**src/rtl/kgp_pc_pkg.sv**
```systemverilog
// Shared types for the KGP fetch path: PC width, FSM states and next-PC select codes.
package kgp_pc_pkg;

  // Must match the width of the external PC increment stage.
  localparam int unsigned PC_W = 13;

  typedef logic [PC_W-1:0] pc_t;

  typedef enum logic [1:0] {
    StBoot,
    StRun,
    StHalt
  } state_e;

  typedef enum logic [1:0] {
    SelHold,
    SelInc,
    SelBranch,
    SelJump
  } next_sel_e;

endpackage

```
**src/rtl/pc_next_sel.sv**
```systemverilog
// Next-PC priority encoder and mux. Purely combinational.
// Only RUN moves the PC. Priority is halt_req > jump > branch > stall > increment.
// A redirect overrides a stall because the stalled younger instruction is flushed.
module pc_next_sel
  import kgp_pc_pkg::*;
(
  input  state_e state_i,
  input  logic   halt_req_i,
  input  logic   jump_i,
  input  logic   branch_taken_i,
  input  logic   stall_i,
  input  pc_t    pc_i,
  input  pc_t    pc_inc_i,
  input  pc_t    branch_target_i,
  input  pc_t    jump_target_i,
  output pc_t    next_pc_o,
  output logic   redirect_o
);

  next_sel_e sel;

  // Resolve which source feeds the PC register on the next edge.
  always_comb begin
    sel = SelHold;
    if ((state_i == StRun) && !halt_req_i) begin
      if (jump_i) begin
        sel = SelJump;
      end else if (branch_taken_i) begin
        sel = SelBranch;
      end else if (!stall_i) begin
        sel = SelInc;
      end
    end
  end

  // Next-PC mux. Targets and the incremented value are used verbatim.
  always_comb begin
    next_pc_o = pc_i;
    unique case (sel)
      SelHold:   next_pc_o = pc_i;
      SelInc:    next_pc_o = pc_inc_i;
      SelBranch: next_pc_o = branch_target_i;
      SelJump:   next_pc_o = jump_target_i;
      default:   next_pc_o = pc_i;
    endcase
  end

  assign redirect_o = (sel == SelJump) || (sel == SelBranch);

endmodule

```
**src/rtl/pc_fetch_unit.sv**
```systemverilog
// Program-counter register, BOOT/RUN/HALT sequencing and redirect flag for the
// KGP fetch path. Optional fetch counter is enabled by defining PC_FETCH_PERF_CNT_EN.
module pc_fetch_unit
  import kgp_pc_pkg::*;
#(
  parameter pc_t         RESET_PC   = '0,
  parameter int unsigned BOOT_DELAY = 2
) (
  input  logic            clk,
  input  logic            rst,
  input  logic [PC_W-1:0] pc_inc,
  input  logic            stall,
  input  logic            branch_taken,
  input  logic [PC_W-1:0] branch_target,
  input  logic            jump,
  input  logic [PC_W-1:0] jump_target,
  input  logic            halt_req,
  input  logic            resume,
  output logic [PC_W-1:0] pc,
  output logic            fetch_valid,
  output logic            halted,
  output logic            redirect
`ifdef PC_FETCH_PERF_CNT_EN
  ,
  output logic [31:0]     fetch_count
`endif
);

  state_e     state_q, state_d;
  logic [3:0] cnt_q, cnt_d;
  pc_t        pc_q, pc_d;
  logic       redirect_q, redirect_d;
  logic       boot_done;

  pc_next_sel u_next_sel (
    .state_i         (state_q),
    .halt_req_i      (halt_req),
    .jump_i          (jump),
    .branch_taken_i  (branch_taken),
    .stall_i         (stall),
    .pc_i            (pc_q),
    .pc_inc_i        (pc_inc),
    .branch_target_i (branch_target),
    .jump_target_i   (jump_target),
    .next_pc_o       (pc_d),
    .redirect_o      (redirect_d)
  );

  // Leave BOOT on the edge where the counter reaches BOOT_DELAY. With a delay of
  // 0 or 1 this is the first edge after reset release.
  assign boot_done = ({1'b0, cnt_q} + 5'd1) >= 5'(BOOT_DELAY);

  // FSM next state and boot counter.
  always_comb begin
    state_d = state_q;
    cnt_d   = cnt_q;
    unique case (state_q)
      StBoot: begin
        cnt_d = cnt_q + 4'd1;
        if (boot_done) state_d = StRun;
      end
      StRun: begin
        if (halt_req) state_d = StHalt;
      end
      StHalt: begin
        if (resume && !halt_req) state_d = StRun;
      end
      default: state_d = StBoot;
    endcase
  end

  // State, PC and redirect registers. Reset is asynchronous and restarts BOOT.
  always_ff @(posedge clk or posedge rst) begin
    if (rst) begin
      state_q    <= StBoot;
      cnt_q      <= '0;
      pc_q       <= RESET_PC;
      redirect_q <= 1'b0;
    end else begin
      state_q    <= state_d;
      cnt_q      <= cnt_d;
      pc_q       <= pc_d;
      redirect_q <= redirect_d;
    end
  end

  assign pc          = pc_q;
  assign redirect    = redirect_q;
  assign fetch_valid = (state_q == StRun);
  assign halted      = (state_q == StHalt);

`ifdef PC_FETCH_PERF_CNT_EN
  logic [31:0] count_q;
  logic        advance;

  // PC advances in RUN unless halting or stalled without a redirect.
  assign advance = (state_q == StRun) && !halt_req && (redirect_d || !stall);

  // Saturating count of PC advances.
  always_ff @(posedge clk or posedge rst) begin
    if (rst) begin
      count_q <= '0;
    end else if (advance && (count_q != 32'hFFFF_FFFF)) begin
      count_q <= count_q + 32'd1;
    end
  end

  assign fetch_count = count_q;
`endif

endmodule

```
**config.mk**
```make
export PLATFORM = sky130hd
export DESIGN_NAME = pc_fetch_unit
export DESIGN_NICKNAME = d
export VERILOG_FILES = /design/src/rtl/kgp_pc_pkg.sv /design/src/rtl/pc_next_sel.sv /design/src/rtl/pc_fetch_unit.sv
export SDC_FILE = /design/constraint.sdc
export NUM_CORES = 1
export LEC_CHECK = 0
export CAP_MARGIN = 20
export CORE_MARGIN = 4
export CORE_UTILIZATION = 41
export CTS_CLUSTER_DIAMETER = 120
export CTS_CLUSTER_SIZE = 16
export DETAILED_ROUTE_END_ITERATION = 10
export PLACE_DENSITY = 0.92
export SLEW_MARGIN = 10
export SYNTH_ARGS = -nofsm -noshare
export SYNTH_HDL_FRONTEND = slang
export SYNTH_SLANG_ARGS = --single-unit
```
**constraint.sdc**
```tcl
create_clock -name clk -period 2.89 [get_ports clk]
set_input_delay 0.867 -clock clk [delete_from_list [all_inputs] [get_ports clk]]
set_output_delay 0.867 -clock clk [all_outputs]
set_load 0.02 [all_outputs]
```
==> impl_metrics.tcl <==
set metrics [dict create \
    cts_buffers 3 \
    core_area_sq_mm 0.00252 \
    required_ps 2020 \
    grt_pass1_wl_microns 5330 \
    cts-htree-levels 1 \
    startpoint_type "register" \
    vias 1198 \
    cts_tree "done" \
    total_power_mw 1.63 \
    dp_cells 207 \
    yosysWarnings 0 \
    crit_type "reg2out" \
    antenna_found_initial 0 \
    worstPathArrival_ps 1630 \
    cts_resized 0 \
    drive_above_1_share_pct 5.52 \
    syn_to_final_growth_pct 60.5 \
    grt_max_degree 28 \
    cts.clk_slew.worst_paths_ps 120 \
    diodes 0 \
    die-area_sq_mm 0.00356 \
    drcViolationCount 0 \
    hold_viol 0 \
    place_hpwl_microns 2530 \
    fin_crit_ps 2490 \
    layout.nets 230 \
    yosysSeqAreaShare_pct 45.7 \
    syn_avg_cell_area_sq_um 9.05 \
    drtIter0Drc 67 \
    cts_max_path_buffers 2 \
    synth_area_leaders "dfrtp_1 46%, nand2_1 14%, a32oi_1 10%" \
    root_buffer "clkbuf_4" \
    postCtsSetupBuffers 0 \
    ios 62 \
    synth_cell_type_count 24 \
    grt_use_total_pct 20.0 \
    rows 18 \
    setup_slack_ps 395 \
    crit_path_end_kind "output pin" \
    post_drt_wl_per_cell_microns 16.0 \
    finalSetupTns_ps 0 \
    ff2ff_setup_slack_ps 1370 \
    worstMarginPinSlew_ps 973 \
    first_global_vias 1178 \
    timing.hold.ws_ps 492 \
    synth_top_area_share_pct 45.7 \
    start_util_pct 43.4 \
    routed_wl_microns 3390 \
    skew_ps 8.42 \
    powerDensity_mw_per_mm2 926 \
    final_area_sq_mm 0.00176 \
    viasPerCell 5.68 \
    drtPass1Iterations 4 \
    rsz0062_at_grt "false" \
    setup_viol 0 \
    synth_edf_count 0 \
    maxSlewHeadroom_pct 35.0 \
    syn_inst 121 \
    hold_class "reg2reg" \
    instances_no_fill 211 \
    netlist_area_sq_mm 0.00109 \
    place_ws_ps 320 \
    placed_area_sq_mm 0.00170 \
    grt_overflow 0 \
    fin_util_pct 69.6 \
    slew_viol_final 0 \
    synthFlopType "dfrtp_1" \
    cts-hold-fix-buffers 0 \
    leakagePower_nw 0.740 \
    status "completed" \
    fill_cells 190 \
    synth-seq-cells 20 \
    yosysTopAreaCell "dfrtp_1" \
    gp_congestion 0.800 \
    drv_cap 0 \
    dieHeight_microns 59.7 \
    ir_drop_v 0.000749 \
    critical_path.max_fanout 4 \
    clk_latency_ps 310 \
    final_antenna_net_count 0 \
    fmax_mhz 401 \
    period_share_pct 86.3 \
    fp.dieW_microns 59.7 \
    clock-sinks 20 \
    numPortBuffers 61 \
    syn_nets 169 \
    async_reset_ff_share_pct 100 \
]
[cell type report]
class | count | area, sq um | share of cell area, %
Clock buffer | 3 | 22.5 | 1.28
Clock inverter | 1 | 30.0 | 1.71
Inverter | 3 | 11.3 | 0.641
Multi-Input combinational cell | 92 | 537 | 30.6
Sequential cell | 20 | 500 | 28.5
Tap cell | 30 | 37.5 | 2.14
Timing Repair Buffer | 62 | 618 | 35.2
[final timing paths]
| check | endpoint | cells past startpoint | startpoint |
|---|---|---|---|
| min in group asynchronous | cnt_q[2]$_DFFE_PP0P_ | 2 | rst |
| worst min register to register | cnt_q[3]$_DFFE_PP0P_ | 1 | cnt_q[3]$_DFFE_PP0P_ |
| worst max register to register | pc[4]$_DFFE_PP0P_ | 4 | state_q[1]$_DFFE_PP0P_ |
| worst min-delay path | cnt_q[3]$_DFFE_PP0P_ | 1 | cnt_q[3]$_DFFE_PP0P_ |
| worst max-delay path | fetch_valid | 3 | state_q[1]$_DFFE_PP0P_ |
| max in group asynchronous | pc[3]$_DFFE_PP0P_ | 2 | rst |
[registers in the layout (all words and copies together) (netlist names)]
signal,count
cnt_q,4
pc,13
redirect,1
state_q,2
[metal layers]
| metal | routed length [microns] | share of wire, % | global-route usage [%] |
|---|---|---|---|
| met1 | 1320 | 39 | 24.9 |
| met2 | 1570 | 46 | 32.9 |
| met3 | 387 | 11 | 4.54 |
| met4 | 107 | 3.2 | 9.18 |
| met5 | 0 | 0 | 0 |
[cell usage after synthesis, types with 2 or more instances]
library cell   n
buf_4          2
nor2_1         5
buf_6          2
a32oi_1       13
nor3_4         2
ha_1           2
a21oi_1       16
xnor2_1        2
nand2_1       41
dfrtp_1       20
inv_1          3
[layout by cell type (no fill, tap or decap)]
cell type        instances
o21ba_2                  1
nand2_1                 41
nor3_4                   2
dfrtp_1                 20
nand2b_1                 1
buf_4                    1
a21oi_1                 16
a22o_1                   1
bufinv_16                1
clkbuf_4                 3
or3_4                    1
ha_1                     2
o2bb2ai_1                1
clkdlybuf4s50_1         61
nand4_1                  1
nor2_1                   5
nand2b_4                 1
a32oi_1                 13
nor2b_1                  1
o21bai_1                 1
xnor2_1                  2
o211ai_1                 1
xor2_1                   1
inv_1                    3
[kinds of logic after synthesis]
family / Yosys count / synth area share, %
XOR/XNOR: 3 / 2.40
AO/OA/AOI/OAI: 34 / 21.6
buffers and inverters: 9 / 5.26
AND/OR/NAND/NOR: 53 / 22.7
adder cells (fa/ha/maj): 2 / 2.29
flip-flops: 20 / 45.7
[critical path, stage by stage, from the launching register on]
cell	delay, ps
dfrtp_1	420
nand2b_4	190
inv_1	110
clkdlybuf4s50_1	610
[power by group]
| part | total, mW | switching [mW] | internal, mW |
|---|---|---|---|
| Sequential | 0.532 | 0.107 | 0.424 |
| Clock | 0.232 | 0.0920 | 0.140 |
| Combinational | 0.863 | 0.443 | 0.420 |
Power figures use the tool's default switching activity.
